`config.mk`:
```
export PLATFORM = sky130hd
export DESIGN_NAME = ifetch
export DESIGN_NICKNAME = d
export VERILOG_FILES = /design/src/rtl/cpu_pkg.sv /design/src/rtl/ifetch.sv
export SDC_FILE = /design/constraint.sdc
export NUM_CORES = 1
export LEC_CHECK = 0
export BUFFER_PORTS_ARGS = -buffer_cell sky130_fd_sc_hd__buf_2
export CAP_MARGIN = 10
export CORE_MARGIN = 2
export CORE_UTILIZATION = 37
export CTS_BUF_LIST = sky130_fd_sc_hd__clkbuf_8
export CTS_CLUSTER_DIAMETER = 40
export CTS_CLUSTER_SIZE = 20
export DETAILED_ROUTE_END_ITERATION = 10
export PLACE_DENSITY = 0.6
export SETUP_SLACK_MARGIN = 0.2
export SLEW_MARGIN = 20
export SYNTH_ARGS = -nofsm -noshare
export SYNTH_HDL_FRONTEND = slang
export SYNTH_SLANG_ARGS = --single-unit
```
`constraint.sdc`:
```
create_clock -name CLK -period 4 [get_ports CLK]
set_input_delay 0.8 -clock CLK [delete_from_list [all_inputs] [get_ports CLK]]
set_output_delay 0.8 -clock CLK [all_outputs]
set_load 0.05 [all_outputs]
```
`src/rtl/cpu_pkg.sv`:
```
// Shared CPU definitions: datapath widths, halt encoding, opcode field values
// and the fetch-stage state encoding.
package cpu_pkg;

    localparam int unsigned WORD_W = 16;
    localparam int unsigned ADDR_W = 8;

    // Word that fills unused ROM; fetching it stops the front end.
    localparam logic [WORD_W-1:0] HALT_WORD = 16'h0000;

    // Opcode field [15:12] values.
    localparam logic [3:0] OP_ALU  = 4'hF;  // ADD/SUB group
    localparam logic [3:0] OP_ADDI = 4'h5;
    localparam logic [3:0] OP_ANDI = 4'h6;
    localparam logic [3:0] OP_LB   = 4'h2;
    localparam logic [3:0] OP_SB   = 4'h4;
    localparam logic [3:0] OP_BNE  = 4'h9;
    localparam logic [3:0] OP_BLTZ = 4'hB;

    typedef enum logic [1:0] {
        FS_BOOT  = 2'd0,
        FS_FETCH = 2'd1,
        FS_HALT  = 2'd2
    } fetch_state_e;

    // Instructions are two bytes; the PC wraps modulo 256.
    function automatic logic [ADDR_W-1:0] pc_next(input logic [ADDR_W-1:0] pc);
        return pc + 8'd2;
    endfunction

endpackage

```
`src/rtl/ifetch.sv`:
```
// Instruction fetch stage: PC, ROM addressing, instruction register with a
// valid/ready handoff to decode, branch redirect and halt-word detection.
module ifetch
    import cpu_pkg::*;
#(
    parameter logic [ADDR_W-1:0] RESET_PC  = 8'h00,
    parameter logic [WORD_W-1:0] HALT_WORD = cpu_pkg::HALT_WORD
) (
    input  logic              CLK,
    input  logic              RESET,
    output logic [ADDR_W-1:0] ADDR,
    input  logic [WORD_W-1:0] Q,
    output logic [WORD_W-1:0] IR,
    output logic [ADDR_W-1:0] IR_PC,
    output logic              IR_VALID,
    input  logic              DEC_READY,
    input  logic              REDIRECT,
    input  logic [ADDR_W-1:0] REDIRECT_PC,
    output logic              HALTED,
    output logic [WORD_W-1:0] ICOUNT
);

    localparam logic [ADDR_W-1:0] PC_INIT = RESET_PC & 8'hFE;

    fetch_state_e      state_q, state_d;
    logic [ADDR_W-1:0] pc_q, pc_d;
    logic [WORD_W-1:0] ir_q, ir_d;
    logic [ADDR_W-1:0] ir_pc_q, ir_pc_d;
    logic              ir_valid_q, ir_valid_d;
    logic [WORD_W-1:0] icount_q, icount_d;

    logic transfer;
    logic load_ok;

    assign transfer = ir_valid_q & DEC_READY;
    assign load_ok  = ~ir_valid_q | DEC_READY;

    // Next-state: redirect overrides everything; otherwise the FSM decides
    // whether the ROM word is captured, and the delivery counter runs alongside.
    always_comb begin
        state_d    = state_q;
        pc_d       = pc_q;
        ir_d       = ir_q;
        ir_pc_d    = ir_pc_q;
        ir_valid_d = ir_valid_q;
        icount_d   = icount_q;

        if (transfer && (icount_q != 16'hFFFF)) begin
            icount_d = icount_q + 16'd1;
        end

        if (transfer) begin
            ir_valid_d = 1'b0;
        end

        if (REDIRECT) begin
            // Masking instead of slicing keeps the odd target bit explicitly dropped.
            pc_d       = REDIRECT_PC & 8'hFE;
            ir_valid_d = 1'b0;
            state_d    = FS_FETCH;
        end else begin
            unique case (state_q)
                FS_BOOT: begin
                    state_d = FS_FETCH;
                end
                FS_FETCH: begin
                    if (load_ok) begin
                        if (Q != HALT_WORD) begin
                            ir_d       = Q;
                            ir_pc_d    = pc_q;
                            ir_valid_d = 1'b1;
                            pc_d       = pc_next(pc_q);
                        end else begin
                            ir_valid_d = 1'b0;
                            state_d    = FS_HALT;
                        end
                    end
                end
                FS_HALT: begin
                    ir_valid_d = 1'b0;
                end
                default: begin
                    state_d = FS_BOOT;
                end
            endcase
        end
    end

    // All fetch state in one register bank with asynchronous active-low reset.
    always_ff @(posedge CLK or negedge RESET) begin
        if (!RESET) begin
            state_q    <= FS_BOOT;
            pc_q       <= PC_INIT;
            ir_q       <= '0;
            ir_pc_q    <= '0;
            ir_valid_q <= 1'b0;
            icount_q   <= '0;
        end else begin
            state_q    <= state_d;
            pc_q       <= pc_d;
            ir_q       <= ir_d;
            ir_pc_q    <= ir_pc_d;
            ir_valid_q <= ir_valid_d;
            icount_q   <= icount_d;
        end
    end

    assign ADDR     = pc_q;
    assign IR       = ir_q;
    assign IR_PC    = ir_pc_q;
    assign IR_VALID = ir_valid_q;
    assign HALTED   = (state_q == FS_HALT);
    assign ICOUNT   = icount_q;

endmodule

```
==> results list <==
* Status: completed
- In this run the mean area of a mapped cell was approximately 12 sq um.
- The critical path goes through buf_2 -> nor4_1 -> and4_1 -> buf_4 -> or3_1 -> buf_4 -> mux2_2.
- For this run, design rule violations remaining after detail routing come to 0.
- Launching element type of the critical path: input port
- Starting utilization of the core area: 0.3823
* Number of max-cap violations: 0
- In this run, synthesis inferred 0 flip-flops with an integrated enable.
- Compound-Gate Fraction of Synth Area: 0.06376
* Maximum number of pins on one net before global-route repair: 50
- Share of post-route cells with drive strength above 1: 0.3986
- Row Count: 29
- For the worst flop-to-flop path, the logic depth is 5.
* Cell with the most instances after synthesis: sky130_fd_sc_hd__dfrtp_1
- The longest clock path from root to sink contains 2 buffers.
- At the pin with the least slew margin, the transition time is 0.6137 ns.
* Main area contributors after synthesis: sky130_fd_sc_hd__dfrtp_1 (51%), sky130_fd_sc_hd__mux2_4 (12%), sky130_fd_sc_hd__xnor2_1 (5.1%)
- Max VDD drop: roughly 0.0004 V
- Setup violators final: 0
- Area of the die: approximately 7200 sq um
* Shortest clock period the worst path allows after layout: around 2.4 ns
- Summed over all nets, the half-perimeter wirelength after detailed placement is 3.636 mm.
* Post-synthesis instance total: about 200
* Number of diodes: 0
- Final routed wire length divided by cell count: between 10 and 15 microns
- Sequential element share of the synthesized area: 0.5080
* Simple logic cell fraction of the synthesized area: 0.1420
* Maximum clock frequency: roughly 410 MHz
- Levels on crit path: 7
* Buffers on Ports: 74
* Fraction of power spent switching nets: 0.4867
* Clock-pin slew reported for the worst setup and hold paths after clock tree synthesis: approximately 0.08 ns
- The share of synthesized area in the top cell type comes to 0.5080.
- Via-to-Cell Ratio: 5.034
- Root buffer selected by CTS: sky130_fd_sc_hd__clkbuf_8
- Number of antenna violations at the first check in global routing: 0
* Max-slew violation count: 0
- Classification of the worst-slack hold path: reg2reg
- STA classifies the critical path endpoint as a flip-flop.
- Post-synthesis xor/xnor area fraction: 0.05080
* Number of buffers inserted during clock tree synthesis: 5
- Drt first pass iters: 4
- After detailed placement, the design holds a cell count of around 350.
* Total placed instance area: 2809 sq um
* Instance count along the most critical hold path: 1
- In this design, the largest share of critical-path delay is due to simple AND/OR/NAND/NOR gates.
- After layout, the design draws a total of 2397 uW.
* Largest family of logic cells by synthesized area: multiplexers
* Cell types with the highest counts after synthesis: sky130_fd_sc_hd__dfrtp_1 (49), sky130_fd_sc_hd__mux2_4 (20), sky130_fd_sc_hd__nand2_1 (14), sky130_fd_sc_hd__xnor2_1 (14), sky130_fd_sc_hd__nor2_1 (12)
* Core area: 6314 sq um
* Yosys warning count: 0
- Netlist area before placement: between 2000 and 2500 sq um
- Counting flops with an async set or reset pin after synthesis yields a share of 1.000.
- Gr usage total: 0.1451
* Pwr dens: approximately 830 nW/um^2
* Synth Area in Adders: 0.03110
- Net Sw Power: approximately 1200 uW
- Compared with the post-synthesis result, the final layout area differs by 20.22%.
- The clock arrives with 0.004218 ns of skew.
- RSZ-0062 raised after global routing: false
- In this run, the number of DRC markers left after iteration 0 of detailed routing was 80.
- Dividing the final minimum period by the clock period gives 0.6058.
- Cell internal power was estimated by the tool at 1230 uW.
- For this design, the slowest cell found on the critical path is sky130_fd_sc_hd__mux2_2.
* Number of instances resized during post-cts repair: 0
* Path type of the worst setup path: in2reg
- From bottom edge to top edge, the die measures between 80 and 90 microns.
- Hold is met by 0.4905 ns.
* GRT overflow: 0
- Most used cell along the critical path: sky130_fd_sc_hd__buf_4
- Relative contribution of sequential cells to total power: 0.335
- Final net count: between 300 and 400
- Number of ports placed on the die boundary: slightly below 80
- Clock network latency to the later pin of the worst-skew pair: between 0.2 and 0.3 ns
- Setup total negative slack on the finished layout was measured at 0 ns.
- Once detail routing completed, the nets flagged for antenna violations numbered 0.
- The netlist uses 33 different library cells.
* Arrival time at the worst endpoint: ~2.6 ns
* H-tree levels: 2
- Origin of the worst min-delay path: ICOUNT[15]
- Worst reg2reg startpoint: ICOUNT[0]
- Sinks on Clock Net: 49
- TritonCTS built the clock tree.
* Horizontal die dimension: ~85 microns
* Dominant register cell in the synthesized netlist: sky130_fd_sc_hd__dfrtp_1
- The hold violation count in the final report was 0.
- In this run, synthesis produced a sequential element count of just under 50.
* Reg-to-reg setup timing slack: ~2.0 ns
- The share of total power dissipated in combinational logic is 0.543.
- The portion of synthesized area spent on multiplexers is 0.1560.
* Routability congestion estimate from global placement: between 0.7 and 0.8
- Endpoint with the worst hold slack: ICOUNT[15]
- After clock tree synthesis, the setup repair step added 0 buffers.
* Worst path required time: between 4 and 5 ns
- Vias in the first global route: ~1.7k
- For this design the static power due to leakage is roughly 0.0014 uW.
* Worst relative slew slack: 0.5909
* Post-route cell area: approximately 2900 sq um
- Final cell count without fillers: 353
- Along the worst path, the maximum fanout reaches 23.
- Biggest cell delay along the critical path: 0.40 ns
- The first global-routing pass estimated around 8.5 mm of wire.
- Via count: around 1.8k
- Overall routed net length: ~4.9 mm
- Library cell occupying the most area in the post-synthesis netlist: sky130_fd_sc_hd__dfrtp_1
* Critical R2R Capture: ICOUNT[1]
- Buffering stage count on the worst path with inverters included: 3
- The share of total power dissipated in the clock network is 0.122.
- Count of hold-fix buffers inserted at cts: 0
## worst register-to-register path, stage by stage, from the launching register on
cell and delay [ns]:
sky130_fd_sc_hd__dfrtp_1 0.40, sky130_fd_sc_hd__ha_1 0.18, sky130_fd_sc_hd__nand2_1 0.11, sky130_fd_sc_hd__or3_1 0.53, sky130_fd_sc_hd__o21bai_1 0.30, sky130_fd_sc_hd__mux2_2 0.36
## power by group through the flow
| stage | clock network, uW | registers [uW] | logic [uW] |
|---|---|---|---|
| final | 292 | 803 | 1300 |
| after global routing | 319 | 834 | 1380 |
| after CTS | 305 | 806 | 1310 |
| after detailed placement | 0 | 814 | 1310 |
| after global placement | 0 | 804 | 1300 |
| after floorplan | 0 | 1380 | 487 |
## placed cells by master, fill, tap and decap left out, types with 5 or more instances in the layout
master                     Yosys  final
sky130_fd_sc_hd__dfrtp_1      49     49
sky130_fd_sc_hd__nor4_1        6      6
sky130_fd_sc_hd__mux2_4       20     20
sky130_fd_sc_hd__clkbuf_8      0      6
sky130_fd_sc_hd__o21ai_0       7      7
sky130_fd_sc_hd__mux2_2        5      5
sky130_fd_sc_hd__ha_1          6      6
sky130_fd_sc_hd__nand4_1       7      7
sky130_fd_sc_hd__nand2_1      14     14
sky130_fd_sc_hd__xnor2_1      14     14
sky130_fd_sc_hd__nand3_1      10     10
sky130_fd_sc_hd__buf_2         1     73
sky130_fd_sc_hd__inv_1         6      6
sky130_fd_sc_hd__nor2_1       12     12
sky130_fd_sc_hd__a31oi_1       6      6
## worst max-delay path by stage
stage | from | to
2_1_floorplan | Q[12] | IR[0]
3_3_place_gp | Q[2] | IR[10]
3_5_place_dp | Q[2] | IR[11]
4_1_cts | Q[2] | IR[11]
5_1_grt | Q[2] | IR[11]
6_report | Q[2] | IR[11]
## layer usage
metal / track usage / wire length (microns)
met2: 0.2169 / 2237
met3: 0.02950 / 230
met1: 0.2147 / 2420
met5: 0 / 0
met4: 0.03896 / 47
## through the flow
stage / setup WS [ns] / util
6_report: 1.577 / 0.4596
5_1_grt: 1.421 / 0.4596
4_1_cts: 1.530 / 0.4592
3_5_place_dp: 1.226 / 0.4449
3_3_place_gp: 1.255 / 0.4449
2_1_floorplan: 1.825 / -
## final cells by class
class                      count  area [sq um]
inverter                       6         22.52
multi-input combinational    138          1079
fill                         617          3412
sequential                    49          1226
clock buffer                   6         82.58
clock inverter                 1         7.507
tap                           77         96.34
timing repair buffer          76         387.9
## flip-flops by register name (all words and copies together) (netlist names)
| name | cells |
|---|---|
| ICOUNT | 16 |
| IR | 16 |
| ADDR | 7 |
| IR_PC | 7 |
| state_q | 2 |
| IR_VALID | 1 |
## logic make-up after synthesis
kind of cell / Yosys count
and+or+nand+nor: 66
DFF: 49
muxes: 27
AOI/OAI and AO/OA: 23
buffers and inverters: 15
xor gates and xnor gates: 14
adders and majority gates: 6
other: 1
(Power assumes the default switching activity.)
